## src/rtl/tt_logic_engine_if.sv

```systemverilog
// tt_logic_engine_if: handshake and configuration bundle for tt_logic_engine.
//   Config    : cfg_start, cfg_valid, cfg_bit (to engine); cfg_busy, cfg_done (from engine)
//   Input     : in_valid, in_data[N_IN] (to engine); in_ready (from engine)
//   Output    : out_valid, out_data[N_OUT], eval_count[16] (from engine); out_ready (to engine)
// The slave modport is the engine side; the master modport is the driver/sink side.
interface tt_logic_engine_if #(
    parameter int unsigned N_IN  = 4,
    parameter int unsigned N_OUT = 1
);
    logic              cfg_start;
    logic              cfg_valid;
    logic              cfg_bit;
    logic              cfg_busy;
    logic              cfg_done;
    logic              in_valid;
    logic              in_ready;
    logic [N_IN-1:0]   in_data;
    logic              out_valid;
    logic              out_ready;
    logic [N_OUT-1:0]  out_data;
    logic [15:0]       eval_count;

    modport slave (
        input  cfg_start, cfg_valid, cfg_bit, in_valid, in_data, out_ready,
        output cfg_busy, cfg_done, in_ready, out_valid, out_data, eval_count
    );

    modport master (
        output cfg_start, cfg_valid, cfg_bit, in_valid, in_data, out_ready,
        input  cfg_busy, cfg_done, in_ready, out_valid, out_data, eval_count
    );
endinterface

```

## src/rtl/tt_logic_engine.sv

```systemverilog
// tt_logic_engine: pipelined, runtime-reconfigurable truth-table logic engine.
// Evaluates N_OUT Boolean functions of an N_IN-bit input vector; channel c's table
// lives in bits [c*TT_W +: TT_W] of the active table register.
//   clk   : rising-edge clock
//   rst_n : asynchronous active-low reset
//   bus   : tt_logic_engine_if.slave (config serial port, input and output handshakes)
// Pipeline: S1 captures the index, the output stage holds the looked-up result.
// A serial load fills a shadow table; the commit swaps it in once S1 is empty so
// every accepted input is evaluated with the table that was live when it arrived.
module tt_logic_engine #(
    parameter int unsigned N_IN  = 4,
    parameter int unsigned N_OUT = 1,
    localparam int unsigned TT_W    = 1 << N_IN,
    localparam int unsigned TT_BITS = N_OUT * TT_W,
    parameter logic [TT_BITS-1:0] TT_RESET = TT_BITS'({N_OUT{16'hDA80}})
) (
    input logic              clk,
    input logic              rst_n,
    tt_logic_engine_if.slave bus
);

    localparam int unsigned CNT_W = (TT_BITS > 1) ? $clog2(TT_BITS) : 1;

    localparam logic [1:0] StIdle   = 2'd0;
    localparam logic [1:0] StLoad   = 2'd1;
    localparam logic [1:0] StCommit = 2'd2;

    logic [1:0]         r_state;
    logic [CNT_W-1:0]   r_cnt;
    logic [TT_BITS-1:0] r_shadow;
    logic [TT_BITS-1:0] r_active;
    logic               r_done;

    logic               r_s1_valid;
    logic [N_IN-1:0]    r_s1_idx;
    logic               r_out_valid;
    logic [N_OUT-1:0]   r_out_data;
    logic [15:0]        r_eval;

    logic               w_en;
    logic               w_in_ready;
    logic [N_OUT-1:0]   w_lookup;

    // Whole pipeline advances together; a stalled output stage freezes S1 too.
    assign w_en       = !r_out_valid || bus.out_ready;
    // rst_n term keeps in_ready low while reset is held, not just after it.
    assign w_in_ready = rst_n && w_en && (r_state == StIdle) && !bus.cfg_start;

    always_comb begin
        w_lookup = '0;
        for (int c = 0; c < int'(N_OUT); c++) begin
            w_lookup[c] = r_active[c * int'(TT_W) + int'(r_s1_idx)];
        end
    end

    // Configuration FSM and table storage.
    always_ff @(posedge clk or negedge rst_n) begin
        if (!rst_n) begin
            r_state  <= StIdle;
            r_cnt    <= '0;
            r_shadow <= '0;
            r_active <= TT_RESET;
            r_done   <= 1'b0;
        end else begin
            r_done <= 1'b0;
            case (r_state)
                StIdle: begin
                    if (bus.cfg_start) begin
                        r_state <= StLoad;
                        r_cnt   <= '0;
                    end
                end
                StLoad: begin
                    // Restart takes priority over a beat presented in the same cycle.
                    if (bus.cfg_start) begin
                        r_cnt <= '0;
                    end else if (bus.cfg_valid) begin
                        r_shadow[r_cnt] <= bus.cfg_bit;
                        if (r_cnt == CNT_W'(TT_BITS - 1)) begin
                            r_state <= StCommit;
                        end else begin
                            r_cnt <= r_cnt + 1'b1;
                        end
                    end
                end
                StCommit: begin
                    // Wait for S1 to drain so in-flight inputs use the old tables.
                    if (!r_s1_valid) begin
                        r_active <= r_shadow;
                        r_state  <= StIdle;
                        r_done   <= 1'b1;
                    end
                end
                default: r_state <= StIdle;
            endcase
        end
    end

    // Two-stage evaluation pipeline.
    always_ff @(posedge clk or negedge rst_n) begin
        if (!rst_n) begin
            r_s1_valid  <= 1'b0;
            r_s1_idx    <= '0;
            r_out_valid <= 1'b0;
            r_out_data  <= '0;
        end else if (w_en) begin
            r_s1_valid  <= bus.in_valid && w_in_ready;
            r_s1_idx    <= bus.in_data;
            r_out_valid <= r_s1_valid;
            if (r_s1_valid) begin
                r_out_data <= w_lookup;
            end
        end
    end

    // Saturating count of completed output handshakes.
    always_ff @(posedge clk or negedge rst_n) begin
        if (!rst_n) begin
            r_eval <= '0;
        end else if (r_out_valid && bus.out_ready && (r_eval != 16'hFFFF)) begin
            r_eval <= r_eval + 16'd1;
        end
    end

    assign bus.in_ready   = w_in_ready;
    assign bus.out_valid  = r_out_valid;
    assign bus.out_data   = r_out_data;
    assign bus.eval_count = r_eval;
    assign bus.cfg_busy   = (r_state != StIdle);
    assign bus.cfg_done   = r_done;

endmodule
```

## src/flat_wrapper.sv

```systemverilog
// flat-port wrapper written by rule: the top's interface ports become plain ports
module tt_logic_engine_flat 
#(
    parameter int unsigned N_IN  = 4,
    parameter int unsigned N_OUT = 1,
    localparam int unsigned TT_W    = 1 << N_IN,
    localparam int unsigned TT_BITS = N_OUT * TT_W,
    parameter logic [TT_BITS-1:0] TT_RESET = TT_BITS'({N_OUT{16'hDA80}})
)
  (clk, rst_n, bus_cfg_start, bus_cfg_valid, bus_cfg_bit, bus_in_valid, bus_in_data, bus_out_ready, bus_cfg_busy, bus_cfg_done, bus_in_ready, bus_out_valid, bus_out_data, bus_eval_count);
  tt_logic_engine_if #(.N_IN(N_IN), .N_OUT(N_OUT)) bus_i ();
  input logic clk;
  input logic rst_n;
  input wire logic [$bits(bus_i.cfg_start)-1:0] bus_cfg_start;
  input wire logic [$bits(bus_i.cfg_valid)-1:0] bus_cfg_valid;
  input wire logic [$bits(bus_i.cfg_bit)-1:0] bus_cfg_bit;
  input wire logic [$bits(bus_i.in_valid)-1:0] bus_in_valid;
  input wire logic [$bits(bus_i.in_data)-1:0] bus_in_data;
  input wire logic [$bits(bus_i.out_ready)-1:0] bus_out_ready;
  output wire logic [$bits(bus_i.cfg_busy)-1:0] bus_cfg_busy;
  output wire logic [$bits(bus_i.cfg_done)-1:0] bus_cfg_done;
  output wire logic [$bits(bus_i.in_ready)-1:0] bus_in_ready;
  output wire logic [$bits(bus_i.out_valid)-1:0] bus_out_valid;
  output wire logic [$bits(bus_i.out_data)-1:0] bus_out_data;
  output wire logic [$bits(bus_i.eval_count)-1:0] bus_eval_count;
  assign bus_i.cfg_start = bus_cfg_start;
  assign bus_i.cfg_valid = bus_cfg_valid;
  assign bus_i.cfg_bit = bus_cfg_bit;
  assign bus_i.in_valid = bus_in_valid;
  assign bus_i.in_data = bus_in_data;
  assign bus_i.out_ready = bus_out_ready;
  assign bus_cfg_busy = bus_i.cfg_busy;
  assign bus_cfg_done = bus_i.cfg_done;
  assign bus_in_ready = bus_i.in_ready;
  assign bus_out_valid = bus_i.out_valid;
  assign bus_out_data = bus_i.out_data;
  assign bus_eval_count = bus_i.eval_count;
  tt_logic_engine #(.N_IN(N_IN), .N_OUT(N_OUT), .TT_RESET(TT_RESET)) u_core (.clk(clk), .rst_n(rst_n), .bus(bus_i));
endmodule
```

## config.mk

```make
export PLATFORM = sky130hd
export DESIGN_NAME = tt_logic_engine_flat
export DESIGN_NICKNAME = d
export VERILOG_FILES = /design/src/rtl/tt_logic_engine_if.sv /design/src/rtl/tt_logic_engine.sv /design/src/flat_wrapper.sv
export SDC_FILE = /design/constraint.sdc
export NUM_CORES = 1
export LEC_CHECK = 0
export ABC_AREA = 1
export CAP_MARGIN = 0
export CORE_MARGIN = 4
export CORE_UTILIZATION = 64
export CTS_BUF_LIST = sky130_fd_sc_hd__clkbuf_2 sky130_fd_sc_hd__clkbuf_4 sky130_fd_sc_hd__clkbuf_8
export CTS_CLUSTER_DIAMETER = 200
export CTS_CLUSTER_SIZE = 16
export DETAILED_ROUTE_END_ITERATION = 7
export DONT_BUFFER_PORTS = 1
export PLACE_DENSITY = 0.8
export RECOVER_POWER = 25
export SLEW_MARGIN = 20
export SYNTH_ARGS = -nofsm -noshare
export SYNTH_HDL_FRONTEND = slang
export SYNTH_SLANG_ARGS = --single-unit
```

## constraint.sdc

```tcl
create_clock -name clk -period 2.11 [get_ports clk]
set_clock_uncertainty 0.05 [all_clocks]
set_input_delay 0.5275 -clock clk [delete_from_list [all_inputs] [get_ports clk]]
set_output_delay 0.5275 -clock clk [all_outputs]
set_load 0.01 [all_outputs]
```

==> results of run 1 <==
worst register-to-register path, delay by kind of cell, from the launching register on:
kind	cells	cell delay, ps
AND/OR/NAND/NOR	7	850
flip-flops	1	470
adder cells (fa/ha/maj)	1	320
final cells by class:
cell class	count	area (sq um)	share of cell area, %
timing repair buffer	3	20.0	0.592
inverter	42	160	4.73
clock inverter	5	25.0	0.740
sequential	62	1560	46.1
clock buffer	11	145	4.29
multi-input combinational	293	1390	41.1
tap	67	83.8	2.48
power by group:
group	internal, uW	switching, uW
registers	1350	258
clock network	461	442
logic	211	389
total	2030	1090
Yosys cell counts, types with 5 or more instances:
| cell type | count | share of area, % |
|---|---|---|
| ha_1 | 5 | 2.0 |
| nand2_1 | 171 | 20 |
| dfrtp_1 | 56 | 44 |
| nor2_1 | 24 | 2.9 |
| dfstp_2 | 6 | 5.0 |
| o21ai_1 | 10 | 1.6 |
| xor2_1 | 6 | 1.7 |
| nand3_1 | 23 | 3.6 |
| o21ai_2 | 8 | 2.2 |
| inv_1 | 38 | 4.5 |
| o21ai_0 | 17 | 2.7 |
per-stage QoR:
stage	setup WS [ps]	std cells	cell area (sq um)	hold WS [ps]	total power, uW
after detailed placement	370	466	3210	183	2210
after CTS	196	483	3410	19.1	3140
after floorplan	484	405	3160	182	2070
after global routing	105	483	3380	291	3320
after global placement	414	466	3210	183	2190
final	222	483	3380	271	3110
per-layer routing:
layer	share of wire, %	track usage (%)
met1	44	29.0
met2	48	38.4
met3	4.2	5.16
met4	3.5	13.1
met5	0	0
how the worst min path moves through the flow:
stage / start / endpoint / slack [ps] / cells after the start
2_1_floorplan: rst_n / u_core.bus.cfg_done$_DFF_PN0_ / 180 / 0
3_3_place_gp: rst_n / u_core.bus.eval_count[2]$_DFFE_PN0P_ / 180 / 0
3_5_place_dp: rst_n / u_core.bus.eval_count[2]$_DFFE_PN0P_ / 180 / 0
4_1_cts: rst_n / u_core.bus.eval_count[2]$_DFFE_PN0P_ / 20 / 1
5_1_grt: bus_in_data[0] / u_core.r_s1_idx[0]$_DFFE_PN0N_ / 290 / 2
6_report: bus_in_data[3] / u_core.r_s1_idx[3]$_DFFE_PN0N_ / 270 / 2
sequential cells by signal, summed over array words and instances, names as in the netlist, 2 cells and up:
signal                 count
u_core.bus.eval_count     16
u_core.r_active           16
u_core.r_shadow           16
u_core.r_cnt               4
u_core.r_s1_idx            4
u_core.r_state             2
cell families (layout without fill, tap and decap cells):
kind of cell    count (synthesis)  after routing
compound gates                 37             37
xor+xnor                        9              9
fa+ha+maj                       5              5
buf+inv                        50             61
flops                          62             62
simple gates                  242            242
==> out/qor.yml, run 1 <==
synth:
  synth_cell_types: 32
  ys_seq_elements: 62
  synth-edff-count: 0
  synth_top_family_by_area: "simple AND/OR/NAND/NOR gates"
  synth_mux_area_share_pct: 0
  synth_fa_ha_area_share_pct: 1.98
  yosysWarnings: 0
  syn_inst: 405
  synth_fp_nets: 421
  synthArstFlopShare_pct: 100
  synth-main-ff-cell: "dfrtp_1"
  synth_seq_area_share_pct: 49.3
  yosys.area_share.simple_pct: 32.7
  syn_area_per_cell_sq_um: 7.80
  synthXorXnorAreaFrac_pct: 2.50
  syn_area_sq_um: 3160
  synth_compound_area_share_pct: 6.81
timing:
  rsz0062_at_grt: "no"
  setup_violations: 0
  hold_viol_final: 0
  period_share_pct: 89.5
  worstMarginPinSlew_ps: 1520
  relSlewSlack_pct: -1.44
  slew_viol_final: 63
  period_minus_slack_ps: 1890
  tns_ps: 0
  max_freq_ghz: 0.530
floorplan:
  initial_utilization_pct: 66.4
  dieWidth_microns: 78.3
  std_cell_rows: 25
  dieArea_sq_um: 6120
  die_h_microns: 78.3
  ioPinCount: 32
  coreArea_sq_um: 4750
route:
  avgRoutedWirePerCell_microns: 13.3
  vias_per_cell: 5.19
  wl_microns: 6430
  drt_iter0_drc: 117
  remaining_drc_errors: 0
  firstDrtPassIters: 4
  detail-route-antenna-nets: 0
  vias: 2507
place:
  globalplace.congestion: 0.852
  dp_hpwl_microns: 4620
  portBuffers: 0
clocking:
  htreeDepth: 3
  numCtsBuffers: 9
  cts_tree: "built"
  clk_pin_slew_ps: 70
  max-clock-path-buffers: 2
  cts_sinks: 62
  cts_setup_buffers: 0
  cts-root-buf: "clkbuf_8"
  post_cts_resized: 0
  cts_hold_buffers: 1
  clock_latency_ps: 330
worst_setup_path:
  cpPeakStageDelay_ps: 420
  crit_path_end: "bus_in_ready"
  cp-end-kind: "output pin"
  crit_required_ps: 1530
  slowest_stage: "dfrtp_1"
  criticalPathCategory: "reg -> out"
  startpoint: "u_core.r_state[0]$_DFFE_PN0P_"
  crit_path_start_kind: "register"
  cp.buffers_inverters: 0
  r2r-start: "u_core.bus.eval_count[0]$_DFFE_PN0P_"
  r2r_end: "u_core.bus.eval_count[12]$_DFFE_PN0P_"
  r2r_slack_ps: 360
  cp.depth: 3
  crit_family: "simple AND/OR/NAND/NOR gates"
  crit_fanout: 5
  crit_chain: "nor2_1 > nand2_1 > nor2_1"
  cp.arrival_ps: 1310
  r2r_cells: 8
  cp_common_cell: "nor2_1"
power_and_ir_drop:
  power_density_nw_per_um2: 921
  p_leak_uw: 0.00168
  peakVddDrop_uv: 510
grt:
  grt-ovfl-total: 0
  track_usage_pct: 23.5
  grt_max_degree: 63
  antenna_found_initial: 0
  grt_pass1_vias: 2486
  grt_pass1_wl_microns: 11300
cells_and_area:
  drive_above_1_share_pct: 12.0
  nNetsFinal: 427
  fill_cells: 396
  n_antenna_cell: 0
  final_cell_mix: "nand2_1 (171), dfrtp_1 (56), inv_1 (38)"
  layout_commonest_cell: "nand2_1"
  syn2layout_area_growth_pct: 7.09
  final_util_pct: 71.2
flow_run:
  drv_cap: 1
outcome:
  status: "complete, but fails checks"
  violations: "capacitance limit, slew limit"
min_path:
  hold_path.class: "in -> reg"
No activity file was read; power rests on OpenSTA's default activity.
==> run 2: changes to the inputs <==
CAP_MARGIN = 5   (was 0)
CORE_UTILIZATION = 59   (was 64)
PLACE_DENSITY = 0.76   (was 0.8)
clock period = 1.59 ns   (was 2.11 ns; I/O delays follow)
==> run 2 against run 1 <==
Against the previous run: the run ends with hold timing left; via count up 3.3%; sequential cell count is the same; hold slack worse by 570 ps; die area is 7.6% higher; power up 53%; final area rose by 8.4%; routed wire length is 0.65% higher; critical endpoint unchanged.
==> out/qor.yml, run 2 (synthesized netlist as in run 1, its figures left out) <==
outcome:
  status: "complete, but fails checks"
  violations: "hold timing"
floorplan:
  initial_utilization_pct: 61.5
  dieWidth_microns: 81.2
  ioPinCount: 32
  die_h_microns: 81.2
  dieArea_sq_um: 6590
  std_cell_rows: 26
  coreArea_sq_um: 5140
grt:
  grt-busiest-layer: "met2"
  track_usage_pct: 21.7
  met2_usage_pct: 37.3
  antenna_found_initial: 0
  grt_pass1_vias: 2515
  grt_pass1_wl_microns: 10800
  grt_max_degree: 64
  grt-ovfl-total: 0
  grt_use_met1_pct: 24.5
  grt_use_met3_pct: 4.99
route:
  remaining_drc_errors: 0
  wl_microns: 6470
  vias: 2590
  detail-route-antenna-nets: 0
  avgRoutedWirePerCell_microns: 12.8
  drt_iter0_drc: 137
  vias_per_cell: 5.12
  firstDrtPassIters: 4
place:
  dp.cells: 485
  portBuffers: 0
  globalplace.congestion: 0.841
  dp_hpwl_microns: 4570
worst_setup_path:
  crit_path_start_kind: "register"
  cp.arrival_ps: 1080
  crit_required_ps: 1140
  crit_fanout: 2
  crit_family: "flip-flops"
  slowest_stage: "dfrtp_1"
  cp-end-kind: "output pin"
  cp.buffers_inverters: 0
  cpPeakStageDelay_ps: 390
  crit_chain: "nor2_2 > nand2_2 > nor2_4"
  criticalPathCategory: "reg -> out"
timing:
  period_minus_slack_ps: 1520
  period_share_pct: 95.9
  slew_viol_final: 0
  hold_viol_final: 62
  tns_ps: 0
  whs_ps: -301
  rsz0062_at_grt: "yes"
  setup_violations: 0
  max_freq_ghz: 0.656
  relSlewSlack_pct: 74.5
  worstMarginPinSlew_ps: 383
cells_and_area:
  syn2layout_area_growth_pct: 16.0
  nNetsFinal: 447
  layoutNonFillerInstCount: 506
  final_cell_mix: "nand2_1 (168), dfrtp_1 (51), inv_1 (38)"
  drive_above_1_share_pct: 19.5
  n_antenna_cell: 0
  layout_commonest_cell: "nand2_1"
clocking:
  clk_pin_slew_ps: 70
  htreeDepth: 3
  numCtsBuffers: 9
  cts_sinks: 62
  max-clock-path-buffers: 2
  cts_tree: "built"
  clock_latency_ps: 340
  cts-root-buf: "clkbuf_8"
power_and_ir_drop:
  p_sw_share_pct: 32.4
  netSwitchingPower_uw: 1550
  power_density_nw_per_um2: 1300
  pwr-share-seq_pct: 42.2
  p_leak_uw: 0.00179
  peakVddDrop_uv: 840
  p_clk_share_pct: 31.9
  cell_internal_pwr_uw: 3230
  pwr-share-comb_pct: 25.9
flow_run:
  drv_cap: 0
min_path:
  hold_path.class: "in -> async"
run 2: worst register-to-register path, stage by stage, from the launching register on:
cell	delay, ps
dfrtp_2	430
ha_4	190
nand3_4	130
nor2_4	60
nand3_2	80
nand2_4	70
buf_4	160
o21ai_0	160
nand2_1	80
run 2: worst paths after layout:
kind,end,start,slack (ps),cells past startpoint
max in group asynchronous,u_core.r_active[11]$_DFFE_PN1P_,rst_n,1610,0
worst min register to register,u_core.r_active[9]$_DFFE_PN1P_,u_core.r_active[9]$_DFFE_PN1P_,420,2
worst max register to register,u_core.bus.eval_count[2]$_DFFE_PN0P_,u_core.bus.eval_count[0]$_DFFE_PN0P_,80,8
worst min-delay path,u_core.r_shadow[7]$_DFFE_PN0P_,rst_n,-300,0
min in group clk,u_core.r_s1_valid$_DFFE_PN0N_,bus_in_valid,130,2
worst max-delay path,bus_in_ready,u_core.r_state[0]$_DFFE_PN0P_,70,3
run 2: area by class of cell:
class,instances,area [sq um]
clock buffer,10,138
clock inverter,6,85.1
fill,410,1470
inverter,42,160
multi-input combinational,293,1460
sequential,62,1570
tap,70,87.6
timing repair buffer,23,173
run 2: layer usage:
metal,routed length (microns),part of all wire [%],up-vias
li1,-,-,1313
met2,3260,50,58
met5,0,0,-
met3,281,4.3,19
met4,209,3.2,0
met1,2720,42,1200
run 2: stage by stage:
stage	total power, uW	instance area (sq um)	setup WS [ps]	util [%]
floorplan	2760	3160	13.4	-
global placement	3100	3340	101	64.9
detailed placement	3120	3340	42.2	64.9
CTS	4710	3590	12.3	69.8
global route	5080	3670	-10.3	71.3
finish	4770	3670	65.3	71.3
run 2: what timing repair did:
action                                  in CTS  in global routing
endpoints found under the setup margin       1                 30
resized for setup                            4                 16
pin swaps                                    1                  4
hold endpoints to repair                    62                 62
buffers inserted                             2                  3
run 2: power groups by stage:
stage	Clock (uW)	Sequential [uW]	Combinational, uW
global route	1640	2050	1390
finish	1530	2010	1240
global placement	0	2020	1070
CTS	1560	1990	1160
floorplan	0	2090	667
detailed placement	0	2030	1090
==> run 3: changes to the inputs <==
CORE_ASPECT_RATIO = 1.75   (was default)
==> run 3 against run 2 <==
Against the previous run: the run still ends with hold timing left; sequential power barely moved; largest power group unchanged; worst setup slack got worse by 25 ps; non-clock buffer count rose by 1; register-to-register slack barely moved; critical endpoint unchanged; utilization fell by 1.1 points; combinational power barely moved; fmax fell by 1.6%; clock power barely moved; largest cell class unchanged; final area fell by 0.17%; final cell count fell by 2.8%.
==> out/qor.yml, run 3 (synthesized netlist as in run 1, its figures left out) <==
timing:
  max_freq_ghz: 0.645
  worstMarginPinSlew_ps: 425
  setup_slack_ps: 39.8
  period_minus_slack_ps: 1550
  rsz0062_at_grt: "yes"
  setup_violations: 0
  slew_viol_final: 0
  relSlewSlack_pct: 71.6
  whs_ps: -309
  period_share_pct: 97.5
  hold_viol_final: 62
clocking:
  cts_tree: "built"
  cts_sinks: 62
  numCtsBuffers: 9
  htreeDepth: 3
  cts-root-buf: "clkbuf_8"
  clk_pin_slew_ps: 70
  max-clock-path-buffers: 2
  clock_latency_ps: 340
power_and_ir_drop:
  power_density_nw_per_um2: 1300
  p_total_uw: 4750
  pwr-share-comb_pct: 25.5
  p_sw_share_pct: 33.4
  pwr-share-seq_pct: 42.1
  p_clk_share_pct: 32.4
  p_leak_uw: 0.00182
  netSwitchingPower_uw: 1580
  peakVddDrop_uv: 737
  cell_internal_pwr_uw: 3160
worst_setup_path:
  crit_path_start_kind: "register"
  cp-end-kind: "output pin"
  cp.arrival_ps: 1100
  r2r_slack_ps: 80
  crit_required_ps: 1140
  r2r_cells: 9
  r2r_end: "u_core.bus.eval_count[4]$_DFFE_PN0P_"
  startpoint: "u_core.bus.out_valid$_DFFE_PN0N_"
  criticalPathCategory: "reg -> out"
  r2r-start: "u_core.bus.eval_count[0]$_DFFE_PN0P_"
  crit_fanout: 3
grt:
  grt_use_met3_pct: 4.09
  grt_use_met1_pct: 22.0
  grt-busiest-layer: "met2"
  met2_usage_pct: 41.7
  grt_max_degree: 64
  grt_pass1_vias: 2548
  track_usage_pct: 22.1
  antenna_found_initial: 0
  grt_pass1_wl_microns: 11400
  grt-ovfl-total: 0
floorplan:
  dieArea_sq_um: 6640
  ioPinCount: 32
  dieWidth_microns: 63.3
  coreArea_sq_um: 5210
  std_cell_rows: 35
  die_h_microns: 105
  initial_utilization_pct: 60.6
outcome:
  violations: "hold timing"
  status: "complete, but fails checks"
place:
  dp.cells: 473
  globalplace.congestion: 0.791
  dpl_worst_slack_ps: 73.4
  dp_hpwl_microns: 4950
  portBuffers: 0
cells_and_area:
  syn2layout_area_growth_pct: 15.8
  final_cell_mix: "nand2_1 (169), dfrtp_1 (53), inv_1 (38)"
  nNetsFinal: 448
  n_antenna_cell: 0
  layout_commonest_cell: "nand2_1"
  layoutNonFillerInstCount: 492
  drive_above_1_share_pct: 19.2
flow_run:
  drv_cap: 0
route:
  firstDrtPassIters: 4
  avgRoutedWirePerCell_microns: 13.7
  remaining_drc_errors: 0
  drt_iter0_drc: 145
  detail-route-antenna-nets: 0
  vias: 2612
  wl_microns: 6720
  vias_per_cell: 5.31
min_path:
  hold_path.class: "in -> async"
## run 3: worst max-delay path, cell delays in order (launching register included)
cell,delay [ps]
dfrtp_2,440
nand2_2,80
nand2_1,90
nor2_4,150
## run 3: stage by stage
step	hold WS, ps	area (sq um)	TNS, ps	utilization, %
3_3_place_gp	54.0	3340	0	64.1
5_1_grt	-331	3660	-26.9	70.2
6_report	-309	3660	0	70.2
3_5_place_dp	53.9	3340	0	64.1
4_1_cts	-317	3590	0	68.9
2_1_floorplan	51.9	3160	0	-
## run 3: repair_timing
action | 4_1_cts | 5_1_grt
buffers inserted | 2 | 1
resized for setup | 4 | 15
hold endpoints to repair | 62 | 62
pin swaps | 1 | 4
endpoints found under the setup margin | 1 | 30
gates cloned | 0 | 0
## run 3: how the worst max path moves through the flow
stage,endpoint,slack (ps),cells after the start
final,bus_in_ready,40,3
after global routing,bus_in_ready,-20,3
after CTS,bus_in_ready,20,3
after detailed placement,u_core.bus.eval_count[11]$_DFFE_PN0P_,70,8
after global placement,u_core.bus.eval_count[14]$_DFFE_PN0P_,110,7
after floorplan,u_core.bus.eval_count[9]$_DFFE_PN0P_,10,9
## run 3: final cells by class
cell class	instances	area (sq um)
clock buffers	9	124
clock inverters	7	98.8
fillers	441	1550
inverters	42	160
multi-input cells	293	1450
flip-flops and latches	62	1560
well taps	55	68.8
repair buffers	24	193
## run 3: routing by layer
layer / wire (microns) / share of wire [%]
met3: 247 / 3.7
met5: 0 / 0
met2: 3810 / 57
met1: 2430 / 36
met4: 233 / 3.5
## run 3: power groups by stage
stage	registers (uW)	logic (uW)	clock network [uW]
floorplan	2090	667	0
global placement	2030	1070	0
detailed placement	2030	1090	0
CTS	2000	1170	1550
global route	2030	1370	1630
finish	2000	1210	1540
